### config.mk
export PLATFORM = sky130hd
export DESIGN_NAME = div_seq_flat
export DESIGN_NICKNAME = d
export VERILOG_FILES = /design/src/rtl/div_seq_pkg.sv /design/src/rtl/div_seq_if.sv /design/src/rtl/div_seq.sv /design/src/flat_wrapper.sv
export SDC_FILE = /design/constraint.sdc
export NUM_CORES = 1
export LEC_CHECK = 0
export CAP_MARGIN = 15
export CELL_PAD_IN_SITES_DETAIL_PLACEMENT = 1
export CELL_PAD_IN_SITES_GLOBAL_PLACEMENT = 1
export CORE_UTILIZATION = 35
export DETAILED_ROUTE_END_ITERATION = 10
export MAX_ROUTING_LAYER = met4
export PLACE_DENSITY_LB_ADDON = 0.08
export SETUP_SLACK_MARGIN = 0.1
export SYNTH_ARGS = -nofsm -noshare
export SYNTH_HDL_FRONTEND = slang
export SYNTH_SLANG_ARGS = --single-unit
### constraint.sdc
create_clock -name clk -period 9.6 [get_ports clk]
set_input_delay 1.92 -clock clk [delete_from_list [all_inputs] [get_ports clk]]
set_output_delay 1.92 -clock clk [all_outputs]
set_load 0.1 [all_outputs]
### src/rtl/div_seq_pkg.sv
// Shared encodings for the iterative divider: FSM state codes and the EX op codes
// that EX decodes into stall/start for the divider.
package div_seq_pkg;

    typedef logic [1:0] div_state_t;

    localparam div_state_t DIV_FREE    = 2'b00;
    localparam div_state_t DIV_BY_ZERO = 2'b01;
    localparam div_state_t DIV_ON      = 2'b10;
    localparam div_state_t DIV_END     = 2'b11;

    localparam logic [7:0] EXE_DIV_OP  = 8'b0001_1010;
    localparam logic [7:0] EXE_DIVU_OP = 8'b0001_1011;

    // EX raises start (and its stall request) for either divide flavour.
    function automatic logic is_div_op(input logic [7:0] aluop);
        return (aluop == EXE_DIV_OP) || (aluop == EXE_DIVU_OP);
    endfunction

endpackage

### src/rtl/div_seq_if.sv
// Request/response bundle between EX (master) and the iterative divider (slave).
interface div_seq_if #(parameter int WIDTH = 32);

    logic                 signed_div;
    logic [WIDTH-1:0]     opdata1;
    logic [WIDTH-1:0]     opdata2;
    logic                 start;
    logic                 annul;
    logic [2*WIDTH-1:0]   result;
    logic                 ready;

    modport master (
        output signed_div, opdata1, opdata2, start, annul,
        input  result, ready
    );

    modport slave (
        input  signed_div, opdata1, opdata2, start, annul,
        output result, ready
    );

endinterface

### src/rtl/div_seq.sv
// Radix-2 restoring divider for DIV/DIVU; one quotient bit per cycle, {rem, quo} result.
//
// state    | meaning
// ---------+--------------------------------------------------------------
// FREE     | idle, waiting for start (annul wins over start)
// BY_ZERO  | divisor was zero; go to END with a zero result
// ON       | iterating, one restoring step per cycle, annul aborts
// END      | result/ready held while start stays high; start low -> FREE
import div_seq_pkg::*;

module div_seq #(
    parameter int WIDTH = 32,
    parameter int CNT_W = 6
) (
    input  logic      clk,
    input  logic      rst,
    div_seq_if.slave  bus
);

    div_state_t           state;
    logic [CNT_W-1:0]     cnt;
    logic [2*WIDTH-1:0]   work;
    logic [WIDTH-1:0]     divisor;
    logic                 neg_quo;
    logic                 neg_rem;
    logic [2*WIDTH-1:0]   result_q;
    logic                 ready_q;

    logic [WIDTH-1:0]     op1_mag;
    logic [WIDTH-1:0]     op2_mag;
    logic                 step_ge;
    logic [WIDTH-1:0]     step_diff;
    logic [2*WIDTH-1:0]   step_work;
    logic [WIDTH-1:0]     quo_fix;
    logic [WIDTH-1:0]     rem_fix;

    assign bus.result = result_q;
    assign bus.ready  = ready_q;

    // The trial window includes the next dividend bit, so the quotient bit shifted in
    // at the bottom lines up with the low half after WIDTH steps.
    always_comb begin
        op1_mag   = (bus.signed_div && bus.opdata1[WIDTH-1]) ? -bus.opdata1 : bus.opdata1;
        op2_mag   = (bus.signed_div && bus.opdata2[WIDTH-1]) ? -bus.opdata2 : bus.opdata2;
        step_ge   = work[2*WIDTH-1:WIDTH-1] >= {1'b0, divisor};
        step_diff = work[2*WIDTH-2:WIDTH-1] - divisor;
        step_work = step_ge ? {step_diff, work[WIDTH-2:0], 1'b1} : (work << 1);
        quo_fix   = neg_quo ? -work[WIDTH-1:0] : work[WIDTH-1:0];
        rem_fix   = neg_rem ? -work[2*WIDTH-1:WIDTH] : work[2*WIDTH-1:WIDTH];
    end

    always_ff @(posedge clk or negedge rst) begin
        if (!rst) begin
            state    <= DIV_FREE;
            cnt      <= '0;
            work     <= '0;
            divisor  <= '0;
            neg_quo  <= 1'b0;
            neg_rem  <= 1'b0;
            result_q <= '0;
            ready_q  <= 1'b0;
        end else begin
            case (state)
                DIV_FREE: begin
                    ready_q  <= 1'b0;
                    result_q <= '0;
                    if (bus.start && !bus.annul) begin
                        if (bus.opdata2 == '0) begin
                            state <= DIV_BY_ZERO;
                        end else begin
                            state   <= DIV_ON;
                            cnt     <= '0;
                            work    <= {{WIDTH{1'b0}}, op1_mag};
                            divisor <= op2_mag;
                            neg_quo <= bus.signed_div && (bus.opdata1[WIDTH-1] ^ bus.opdata2[WIDTH-1]);
                            neg_rem <= bus.signed_div && bus.opdata1[WIDTH-1];
                        end
                    end
                end
                DIV_BY_ZERO: begin
                    if (bus.annul) begin
                        state <= DIV_FREE;
                    end else begin
                        state   <= DIV_END;
                        work    <= '0;
                        neg_quo <= 1'b0;
                        neg_rem <= 1'b0;
                    end
                end
                DIV_ON: begin
                    if (bus.annul) begin
                        state <= DIV_FREE;
                    end else begin
                        work <= step_work;
                        cnt  <= cnt + CNT_W'(1);
                        if (cnt == CNT_W'(WIDTH - 1))
                            state <= DIV_END;
                    end
                end
                default: begin
                    // END ignores annul: the result is already committed to HI/LO.
                    if (bus.start) begin
                        ready_q  <= 1'b1;
                        result_q <= {rem_fix, quo_fix};
                    end else begin
                        state    <= DIV_FREE;
                        ready_q  <= 1'b0;
                        result_q <= '0;
                    end
                end
            endcase
        end
    end

endmodule
### src/flat_wrapper.sv
// flat-port wrapper written by rule: the top's interface ports become plain ports
module div_seq_flat 
#(
    parameter int WIDTH = 32,
    parameter int CNT_W = 6
)
  (clk, rst, bus_signed_div, bus_opdata1, bus_opdata2, bus_start, bus_annul, bus_result, bus_ready);
  div_seq_if #(.WIDTH(WIDTH)) bus_i ();
  input  logic clk;
  input  logic rst;
  input wire logic [$bits(bus_i.signed_div)-1:0] bus_signed_div;
  input wire logic [$bits(bus_i.opdata1)-1:0] bus_opdata1;
  input wire logic [$bits(bus_i.opdata2)-1:0] bus_opdata2;
  input wire logic [$bits(bus_i.start)-1:0] bus_start;
  input wire logic [$bits(bus_i.annul)-1:0] bus_annul;
  output wire logic [$bits(bus_i.result)-1:0] bus_result;
  output wire logic [$bits(bus_i.ready)-1:0] bus_ready;
  assign bus_i.signed_div = bus_signed_div;
  assign bus_i.opdata1 = bus_opdata1;
  assign bus_i.opdata2 = bus_opdata2;
  assign bus_i.start = bus_start;
  assign bus_i.annul = bus_annul;
  assign bus_result = bus_i.result;
  assign bus_ready = bus_i.ready;
  div_seq #(.WIDTH(WIDTH), .CNT_W(CNT_W)) u_core (.clk(clk), .rst(rst), .bus(bus_i));
endmodule
### After elaboration in Yosys (flattened, before gate mapping)

Index checks and enable logic that the tools add are counted.
W data, S select, Z words.

* flip-flop bits (word level): 171
* input bits: 69
* output and inout port bits: 65
* logic and storage cells: 74

* add/sub/neg operators: 6
* $lt $le $gt $ge: 1
* equal/unequal tests: 9
* muxes and demuxes: 32
* bitwise operators: 2
* reductions and logical operators: 16

Operators by type and width (count)
* $mux W64: 6
* $pmux W64 S3: 1
* $mux W32: 4
* $neg A32 Y32: 4
* $pmux W64 S2: 1
* $ge A33 B32 Y1: 1
* $logic_not A32 Y1: 1
* $sub A32 B32 Y32: 1
* $mux W6: 3
* $mux W2: 6
* $pmux W6 S2: 1
* $reduce_and A4 Y1: 2
* $add A6 B1 Y6 const B: 1
* $eq A6 B5 Y1 const B: 1
* $mux W1: 6
* $ne A2 B2 Y1 const B: 3
* $pmux W1 S2: 3
* $pmux W2 S3: 1
* $reduce_and A3 Y1: 2
* $reduce_and A5 Y1: 1
* $logic_and A1 B1 Y1: 4
* $ne A4 B1 Y1 const B: 1
* $reduce_bool A2 Y1: 2
* $ne A3 B2 Y1 const B: 1
* other kinds (9): 9

### Depth between registers and ports, before layout

Gate-level depths: netlist of run 1.

* depth in word-level cells: 5
* gate-level depth with buffers: 13
* mapped depth without buffers: 13

### Worst setup path before layout of run 1

Ideal clock, no wire load.

* path kind: input to register
* from: in bus_opdata2[2]
* to: reg u_core.work[57]
* data arrival time: 4460 ps
* path slack: 5005 ps
* cell stages on the path: 11
* buffers on the path: 2
* cells stage by stage: or4_1 > nor4_1 > nand2_1 > or4_4 > a21oi_1 > or3_1 > buf_4 > nor2_1 > buf_2 > a32oi_1 > o31ai_1

* longest elaborated chain between the ends: 3

RTL lines
* start, declared: RTL line flat_wrapper.sv:13 `input wire logic [$bits(bus_i.opdata2)-1:0] bus_opdata2;`
* $logic_not A32 Y1: RTL line div_seq.sv:68 `if (bus.opdata2 == '0) begin`
* $ne A2 B2 Y1 (no line)
* $reduce_and A5 Y1 (no line)
* end signal, assigned: RTL line div_seq.sv:73 `work <= {{WIDTH{1'b0}}, op1_mag};`
* end signal, assigned: RTL line div_seq.sv:94 `work <= step_work;`
* end, declared: RTL line div_seq.sv:22 `logic [2*WIDTH-1:0] work;`

Every way passes these cells.
A chain may end at the register's enable or synchronous reset.

### Final worst setup path of run 1

* from: in bus_opdata2[2]
* to: reg u_core.work[63]

Same word-level chain as after synthesis.

==> impl_metrics.ini, run 1 <==
[clocking]
postCtsSetupRepairBufs = 0
clock_latency_ns = 0.45
clock-root-buffer = clkbuf_16
cts.reportedPaths.clkPinSlew_ns = 0.07
cts.sinks = 171
cts_inserted_buffers = 17
clockBufferDepth = 2
cts_resized = 0
cts_tree = built
htree_num_levels = 4
cts_hold_buf = 0

[synth]
async_reset_ff_share_pct = 100
syn_inst = 1309
synth_most_common_cell = nand2_1
syn-mean-instance-area_um2 = 8.49
yosysWarnings = 0
yosys-top-cells-count = nand2_1, o21ai_0, dfrtp_1, xor2_1
syn_nets = 1420
synth_area_mm2 = 0.0111
synth_edf_count = 0
yosysSeqAreaShare_pct = 38.5
synth_top_area_cell = dfrtp_1
yosysTopAreaCellShare_pct = 38.5
ys_ff_latch = 171
ys_types = 64
ys_dominant_reg_cell = dfrtp_1
synthTopCellsByArea = dfrtp_1, o21ai_0, xor2_1

[route]
drc = 0
first_iter_violations = 599
first_pass_iters = 4
ant_nets = 0
wirelength_um = 33500
vias = 9711
vias_per_cell = 5.36
routedWlPerCell_um = 18.5

[global_routing]
antenna_found_initial = 0
grtUsageTotal_pct = 21.8
grt_start_max_net_pins = 99
grt_first_pass_wirelength_um = 54900
grt-ovfl-total = 0
grt_pass1_vias = 9742

[placement]
dp_hpwl_um = 25000
numPortBuffers = 133
gp_congestion = 0.840
placed_cells = 1781

[final_layout]
antenna_cells = 0
drive_above_1_share_pct = 4.38
area_growth_pct = 20.6
final_util_pct = 43.4
final_nets = 1515
layoutNonFillerInstCount = 1812

[floorplanning]
rows = 64
dieWidth_um = 180
io_pins = 134
fp.dieH_um = 180
dieArea_mm2 = 0.0325
start_util_pct = 36.0
core-area_mm2 = 0.0309

[outcome]
outcome = completed

[power]
power_density_mw_per_mm2 = 282
p_sw_share_pct = 49.1
p_int_mw = 1.92
p_seq_share_pct = 30.3
clkPwrFrac_pct = 20.3
irDropWorstVdd_uv = 190
leakagePower_nw = 5.71
pwr-share-comb_pct = 49.4
p_switching_mw = 1.86

[worst_setup_path]
path_cells = clkdlybuf4s50_1, or4_1, nor4_1, nand2_1, or4_4, a21oi_1, or3_2, buf_4, nor2_1, a32oi_1, o31ai_1
end_kind = flop
criticalPathCategory = primary input to flop
critPathMaxFanout = 92
critPathMaxStageDelay_ns = 0.67
crit_family = simple AND/OR/NAND/NOR gates
crit_buf_inv = 2
cpMaxStageDelayCell = buf_4
worstSetupStartpointType = primary input
arrival_ns = 6.19
worstPathRequired_ns = 9.89

[sta]
post-route-min-period_ns = 5.91
clock-skew-final_ns = 0.0119
max_freq_mhz = 169
hold_violations = 0
slew_headroom_pct = 24.9
setup_viol = 0
worst_slew_pin_slew_ns = 1.12
rsz0062_at_grt = no
tns_ns = 0
final_min_period_over_clock_period_pct = 61.5
drv_slew = 0

[run]
cap_violations = 0

[worst_hold_path]
hp-class = flop to flop
==> sequential cells by signal, indices dropped and copies added, names as in the netlist <==
name	flops
u_core.cnt	6
u_core.neg_rem	1
u_core.state	2
u_core.bus.result	64
u_core.bus.ready	1
u_core.divisor	32
u_core.work	64
u_core.neg_quo	1
==> cells by family after synthesis <==
logic type	synth area share (%)
flops	38.5
mux	2.27
buf+inv	4.40
xor+xnor	12.0
compound gates	21.2
simple gates	16.9
fa+ha+maj	4.79
==> metrics by stage <==
step                      setup slack (ns)  cell area [um2]  power, mW  hold WS [ns]
after floorplan                       5.00            11100       2.47         0.450
after global placement                3.35            12800       2.99         0.462
after detailed placement              3.20            12800       3.02         0.467
after CTS                             3.70            13400       3.80         0.486
after global routing                  3.44            13400       4.03         0.509
final                                 3.69            13400       3.78         0.480
==> power groups by stage <==
| stage | registers (mW) | logic, mW | clock network [mW] |
|---|---|---|---|
| after floorplan | 1.51 | 0.961 | 0 |
| after global placement | 1.15 | 1.84 | 0 |
| after detailed placement | 1.16 | 1.87 | 0 |
| after CTS | 1.14 | 1.88 | 0.785 |
| after global routing | 1.18 | 2.05 | 0.808 |
| final | 1.15 | 1.87 | 0.767 |
==> worst min-delay path, cell delays in order, from the launching register on <==
cell     delay, ns
dfrtp_1       0.34
nand2_1       0.05
o21ai_0       0.05
==> layout by cell type, fill, tap and decap left out, drive strengths merged, types with 7 or more instances in the layout <==
cell           count
o41ai             13
ha                41
xnor2             63
o21bai             8
nor2              69
dfrtp            171
nand2            202
o311ai             7
a22oi             25
o31ai             36
clkbuf            19
o21ai            186
mux2i             23
nand4             10
inv               65
xor2              89
nand3             23
a21oi             69
nand2b             9
buf                9
clkdlybuf4s50    132
nor4              14
or3               13
nor3              16
or4               25
==> per-layer routing <==
metal	share of wire [%]	vias to the layer above	global-route usage, %
met3	2.5	26	2.61
met4	1.3	0	5.47
met2	40	148	29.0
met5	0	-	-
met1	56	4702	34.1
li1	-	4835	-
==> final timing paths <==
kind | startpoint | endpoint | slack (ns) | depth (start not counted)
min in group asynchronous | rst | u_core.bus.result[9] | 1.56 | 1
max in group asynchronous | rst | u_core.divisor[5] | 6.50 | 2
hold reg to reg | u_core.bus.result[5] | u_core.bus.result[5] | 0.48 | 2
hold / removal | u_core.bus.result[5] | u_core.bus.result[5] | 0.48 | 2
setup / recovery | bus_opdata2[2] | u_core.work[63] | 3.69 | 11
setup reg to reg | u_core.state[1] | u_core.work[55] | 5.22 | 9
==> layout make-up <==
| class | instances | area [um2] |
|---|---|---|
| inverters | 61 | 229 |
| repair buffers | 141 | 1390 |
| fillers | 3657 | 17500 |
| well taps | 396 | 495 |
| clock buffers | 19 | 453 |
| clock inverters | 12 | 184 |
| multi-input cells | 1012 | 6370 |
| flip-flops and latches | 171 | 4280 |
No activity file was read; power rests on OpenSTA's default activity.
==> run 2, diff against run 1 <==
- clock period: 9.6 -> 5.4 ns (I/O delays scaled with it)
==> run 2 against run 1 <==
Against the previous run:
- flip-flop and latch count stayed put
- routed wire length is 0.34% lower
- final area is 0.42% higher
- clock power is 69% higher
- worst hold slack worse by 0.00093 ns
- total power is 77% higher
- count of clock-buffer cells in the layout is 2 lower
- first-iteration DRC count is 30% lower
- sequential share of layout area is 0.13 points lower
- sequential power is 77% higher
- worst setup slack worse by 2.7 ns
==> impl_metrics.ini, run 2 (synthesis gave the netlist of run 1 again) <==
[global_routing]
antenna_found_initial = 0
grt_start_max_net_pins = 110
grt_pass1_vias = 9914
grtUsageTotal_pct = 21.8
grt-ovfl-total = 0
grt_first_pass_wirelength_um = 55300

[power]
pwr-share-comb_pct = 50.0
power_density_mw_per_mm2 = 496
p_int_mw = 3.34
p_seq_share_pct = 30.6
clkPwrFrac_pct = 19.4
power_mw = 6.68
p_switching_mw = 3.34
p_sw_share_pct = 50.1
leakagePower_nw = 5.73
irDropWorstVdd_uv = 269

[sta]
slew_headroom_pct = 24.5
final_min_period_over_clock_period_pct = 80.7
clock-skew-final_ns = 0.00945
rsz0062_at_grt = no
hold_violations = 0
post-route-min-period_ns = 4.36
worst_slew_pin_slew_ns = 1.13
tns_ns = 0
setup_viol = 0
drv_slew = 0
max_freq_mhz = 229

[route]
ant_nets = 0
vias = 9840
first_pass_iters = 4
routedWlPerCell_um = 18.3
wirelength_um = 33300
drc = 0
first_iter_violations = 420
vias_per_cell = 5.40

[floorplanning]
core-area_mm2 = 0.0309
fp.dieH_um = 180
rows = 64
dieWidth_um = 180
dieArea_mm2 = 0.0325
start_util_pct = 36.0
io_pins = 134

[placement]
dp_hpwl_um = 25200
gp_congestion = 0.848
placed_area_mm2 = 0.0129
numPortBuffers = 133

[worst_setup_path]
end_kind = flop
r2r_slack_ns = 1.60
criticalPathCategory = primary input to flop
critPathMaxFanout = 67
worstPathRequired_ns = 5.68
worstSetupStartpointType = primary input
arrival_ns = 4.64

[final_layout]
final_nets = 1523
layout_commonest_cell = nand2_1
drive_above_1_share_pct = 4.98
final_cell_mix = nand2_1, o21ai_0, dfrtp_1
fin_area_mm2 = 0.0135
fillCellCount = 3652
area_growth_pct = 21.1

[clocking]
cts_inserted_buffers = 17
clockBufferDepth = 2
cts_hold_buf = 0
cts.sinks = 171
cts.reportedPaths.clkPinSlew_ns = 0.07
cts_tree = built
clock-root-buffer = clkbuf_16
clock_latency_ns = 0.44
cts_resized = 0
postCtsSetupRepairBufs = 0
htree_num_levels = 4

[run]
cap_violations = 0

[worst_hold_path]
hp-class = flop to flop

[outcome]
outcome = completed
run 2: area by class of cell:
cell class / count / area (um2) / share of cell area (%)
tap: 396 / 495 / 3.68
clock inverter: 15 / 180 / 1.34
timing repair buffer: 149 / 1480 / 11.0
multi-input combinational: 1012 / 6370 / 47.3
inverter: 61 / 229 / 1.70
clock buffer: 17 / 425 / 3.16
sequential: 171 / 4280 / 31.8
antenna: 1 / 2.50 / 0.0186
run 2: final timing paths:
kind | from | end | depth (start not counted)
worst min-delay path | u_core.divisor[26] | u_core.divisor[26] | 2
worst max-delay path | bus_opdata2[2] | u_core.work[15] | 9
min in group asynchronous | rst | u_core.bus.result[9] | 1
worst max register to register | u_core.work[31] | u_core.work[60] | 13
max in group asynchronous | rst | u_core.divisor[3] | 2
worst min register to register | u_core.divisor[26] | u_core.divisor[26] | 2
run 2: worst max-delay path: stages:
cell and delay [ns]:
clkdlybuf4s50_1 0.48, or4_1 0.62, nor4_1 0.47, nand2_1 0.21, or4_4 0.59, a21oi_1 0.23
or3_2 0.17, buf_4 0.54, o21ai_0 0.22
run 2: power groups by stage:
stage / clock network [mW] / logic (mW) / registers [mW]
after floorplan: 0 / 1.71 / 2.68
after global placement: 0 / 3.30 / 2.04
after detailed placement: 0 / 3.35 / 2.06
after CTS: 1.33 / 3.36 / 2.03
after global routing: 1.38 / 3.65 / 2.09
final: 1.30 / 3.34 / 2.04
run 2: per-stage QoR:
| stage | setup slack [ns] | hold slack, ns | std cells | util [%] |
|---|---|---|---|---|
| 3_5_place_dp | 0.527 | 0.471 | 1789 | 41.6 |
| 2_1_floorplan | 1.64 | 0.450 | 1309 | - |
| 6_report | 1.04 | 0.479 | 1822 | 43.6 |
| 3_3_place_gp | 0.720 | 0.463 | 1789 | 41.6 |
| 4_1_cts | 0.983 | 0.489 | 1821 | 43.6 |
| 5_1_grt | 0.742 | 0.512 | 1821 | 43.6 |
run 2: routing by layer:
layer  global-route usage [%]  vias to the layer above  part of all wire [%]
li1                         -                     4848                     -
met1                     34.2                     4790                    55
met2                     29.6                      182                    41
met3                     2.43                       20                   3.3
met4                     4.38                        0                  0.80
met5                        -                        -                     0
==> run 3, diff against run 2 <==
- clock period: 5.4 -> 3.65 ns (I/O delays scaled with it)
==> run 3 against run 2 <==
Against the previous run:
- clock skew is 0.0016 ns lower
- total power is 52% higher
- largest power group unchanged
- routed wire length is 3.8% higher
==> impl_metrics.ini, run 3 (synthesis gave the netlist of run 1 again) <==
[global_routing]
grt-ovfl-total = 0
grt_first_pass_wirelength_um = 56800
grt_start_max_net_pins = 70
grtUsageTotal_pct = 22.6
antenna_found_initial = 1
grt_pass1_vias = 10259

[floorplanning]
rows = 64
dieWidth_um = 180
fp.dieH_um = 180
dieArea_mm2 = 0.0325
start_util_pct = 36.0
core-area_mm2 = 0.0309
io_pins = 134

[final_layout]
area_growth_pct = 26.7
multi_input_area_mm2 = 0.00639
layout_commonest_cell = nand2_1
seq_area_mm2 = 0.00428
fillCellCount = 3668
drive_above_1_share_pct = 9.57
final_nets = 1592
final_cell_mix = nand2_1, o21ai_0, dfrtp_1

[worst_setup_path]
worstSetupStartpointType = primary input
end_kind = flop
critPathMaxFanout = 13
criticalPathCategory = primary input to flop
worstPathRequired_ns = 3.97
arrival_ns = 3.74

[power]
p_seq_share_pct = 29.0
p_sw_share_pct = 49.3
pwr-share-comb_pct = 52.1
leakagePower_nw = 6.12
power_mw = 10.2
clkPwrFrac_pct = 18.9
irDropWorstVdd_uv = 582
p_int_mw = 5.15
p_switching_mw = 5.01
power_density_mw_per_mm2 = 721

[clocking]
clockBufferDepth = 2
cts.sinks = 171
cts_tree = built
clock_latency_ns = 0.44
cts.reportedPaths.clkPinSlew_ns = 0.07
htree_num_levels = 4
cts_hold_buf = 0
cts_inserted_buffers = 17
clock-root-buffer = clkbuf_16

[sta]
hold_violations = 0
drv_slew = 0
max_freq_mhz = 293
slew_headroom_pct = 28.2
tns_ns = 0
final_min_period_over_clock_period_pct = 93.6
setup_viol = 0
clock-skew-final_ns = 0.00789
hold-worst-slack_ns = 0.283
rsz0062_at_grt = yes
post-route-min-period_ns = 3.42
worst_slew_pin_slew_ns = 1.08
setup_ws_ns = 0.232

[route]
wirelength_um = 34600
vias = 10203
vias_per_cell = 5.40
routedWlPerCell_um = 18.3
first_pass_iters = 5
first_iter_violations = 568
drc = 0
ant_nets = 0

[placement]
gp_congestion = 0.878
dp_hpwl_um = 26800
pre_cts_ws_ns = -0.299
numPortBuffers = 133

[run]
cap_violations = 0

[worst_hold_path]
hp-class = primary input to asynchronous set/reset pin

[outcome]
outcome = completed
run 3: changes by cell type in the layout (fill, tap and decap cells not counted), sizes merged:
| cell | change |
|---|---|
| clkinvlp | -1 |
| buf | +69 |
| inv | -3 |
| clkinv | +2 |
| clkbuf | +2 |
run 3: repair_timing:
action	CTS	global route
endpoints found under the setup margin	0	27
gates resized for setup	0	5
hold endpoints to repair	0	0
buffers inserted	0	0
run 3: worst max-delay path: stages:
cell and delay, ns:
clkdlybuf4s50_1 0.41, or3_1 0.38, or3_1 0.33, or4_1 0.44, or4_4 0.45, a21oi_2 0.24, or3_2 0.19, nor2_1 0.21
a32oi_1 0.25, o21ai_0 0.10
run 3: final cells by class:
type / instances / area share, %
clock inverters: 13 / 1.10
flip-flops and latches: 171 / 30.4
inverters: 61 / 1.63
clock buffers: 19 / 3.22
well taps: 396 / 3.52
diodes: 1 / 0.0178
repair buffers: 218 / 14.7
multi-input cells: 1012 / 45.4
run 3: path summary, 6_finish.rpt:
check	slack (ns)	endpoint	from	depth (start not counted)
max in group asynchronous	2.53	u_core.work[4]	rst	2
max	0.23	u_core.work[52]	bus_opdata2[23]	10
min reg2reg	0.48	u_core.bus.result[46]	u_core.bus.result[46]	2
min in group clk	0.48	u_core.bus.result[46]	u_core.bus.result[46]	2
max reg2reg	0.26	u_core.bus.result[63]	u_core.work[37]	9
min	0.28	u_core.bus.result[8]	rst	1
run 3: power by group through the flow:
stage	Combinational (mW)	Clock, mW	Sequential, mW
floorplan	2.53	0	3.96
global placement	5.21	0	2.95
detailed placement	5.28	0	2.98
CTS	5.30	1.97	2.94
global route	5.76	2.04	3.03
finish	5.29	1.92	2.95
run 3: stage by stage:
stage                     instance area, um2  utilization [%]  instances
after floorplan                        11100                -       1309
after global placement                 13400             43.5       1858
after detailed placement               13400             43.5       1858
after CTS                              14100             45.5       1890
after global routing                   14100             45.6       1891
final                                  14100             45.6       1891
run 3: layer usage:
metal / global-route usage [%] / routed length (um)
met4: 4.72 / 295
met3: 3.23 / 1310
met1: 34.6 / 18900
met5: - / 0
met2: 31.0 / 14100
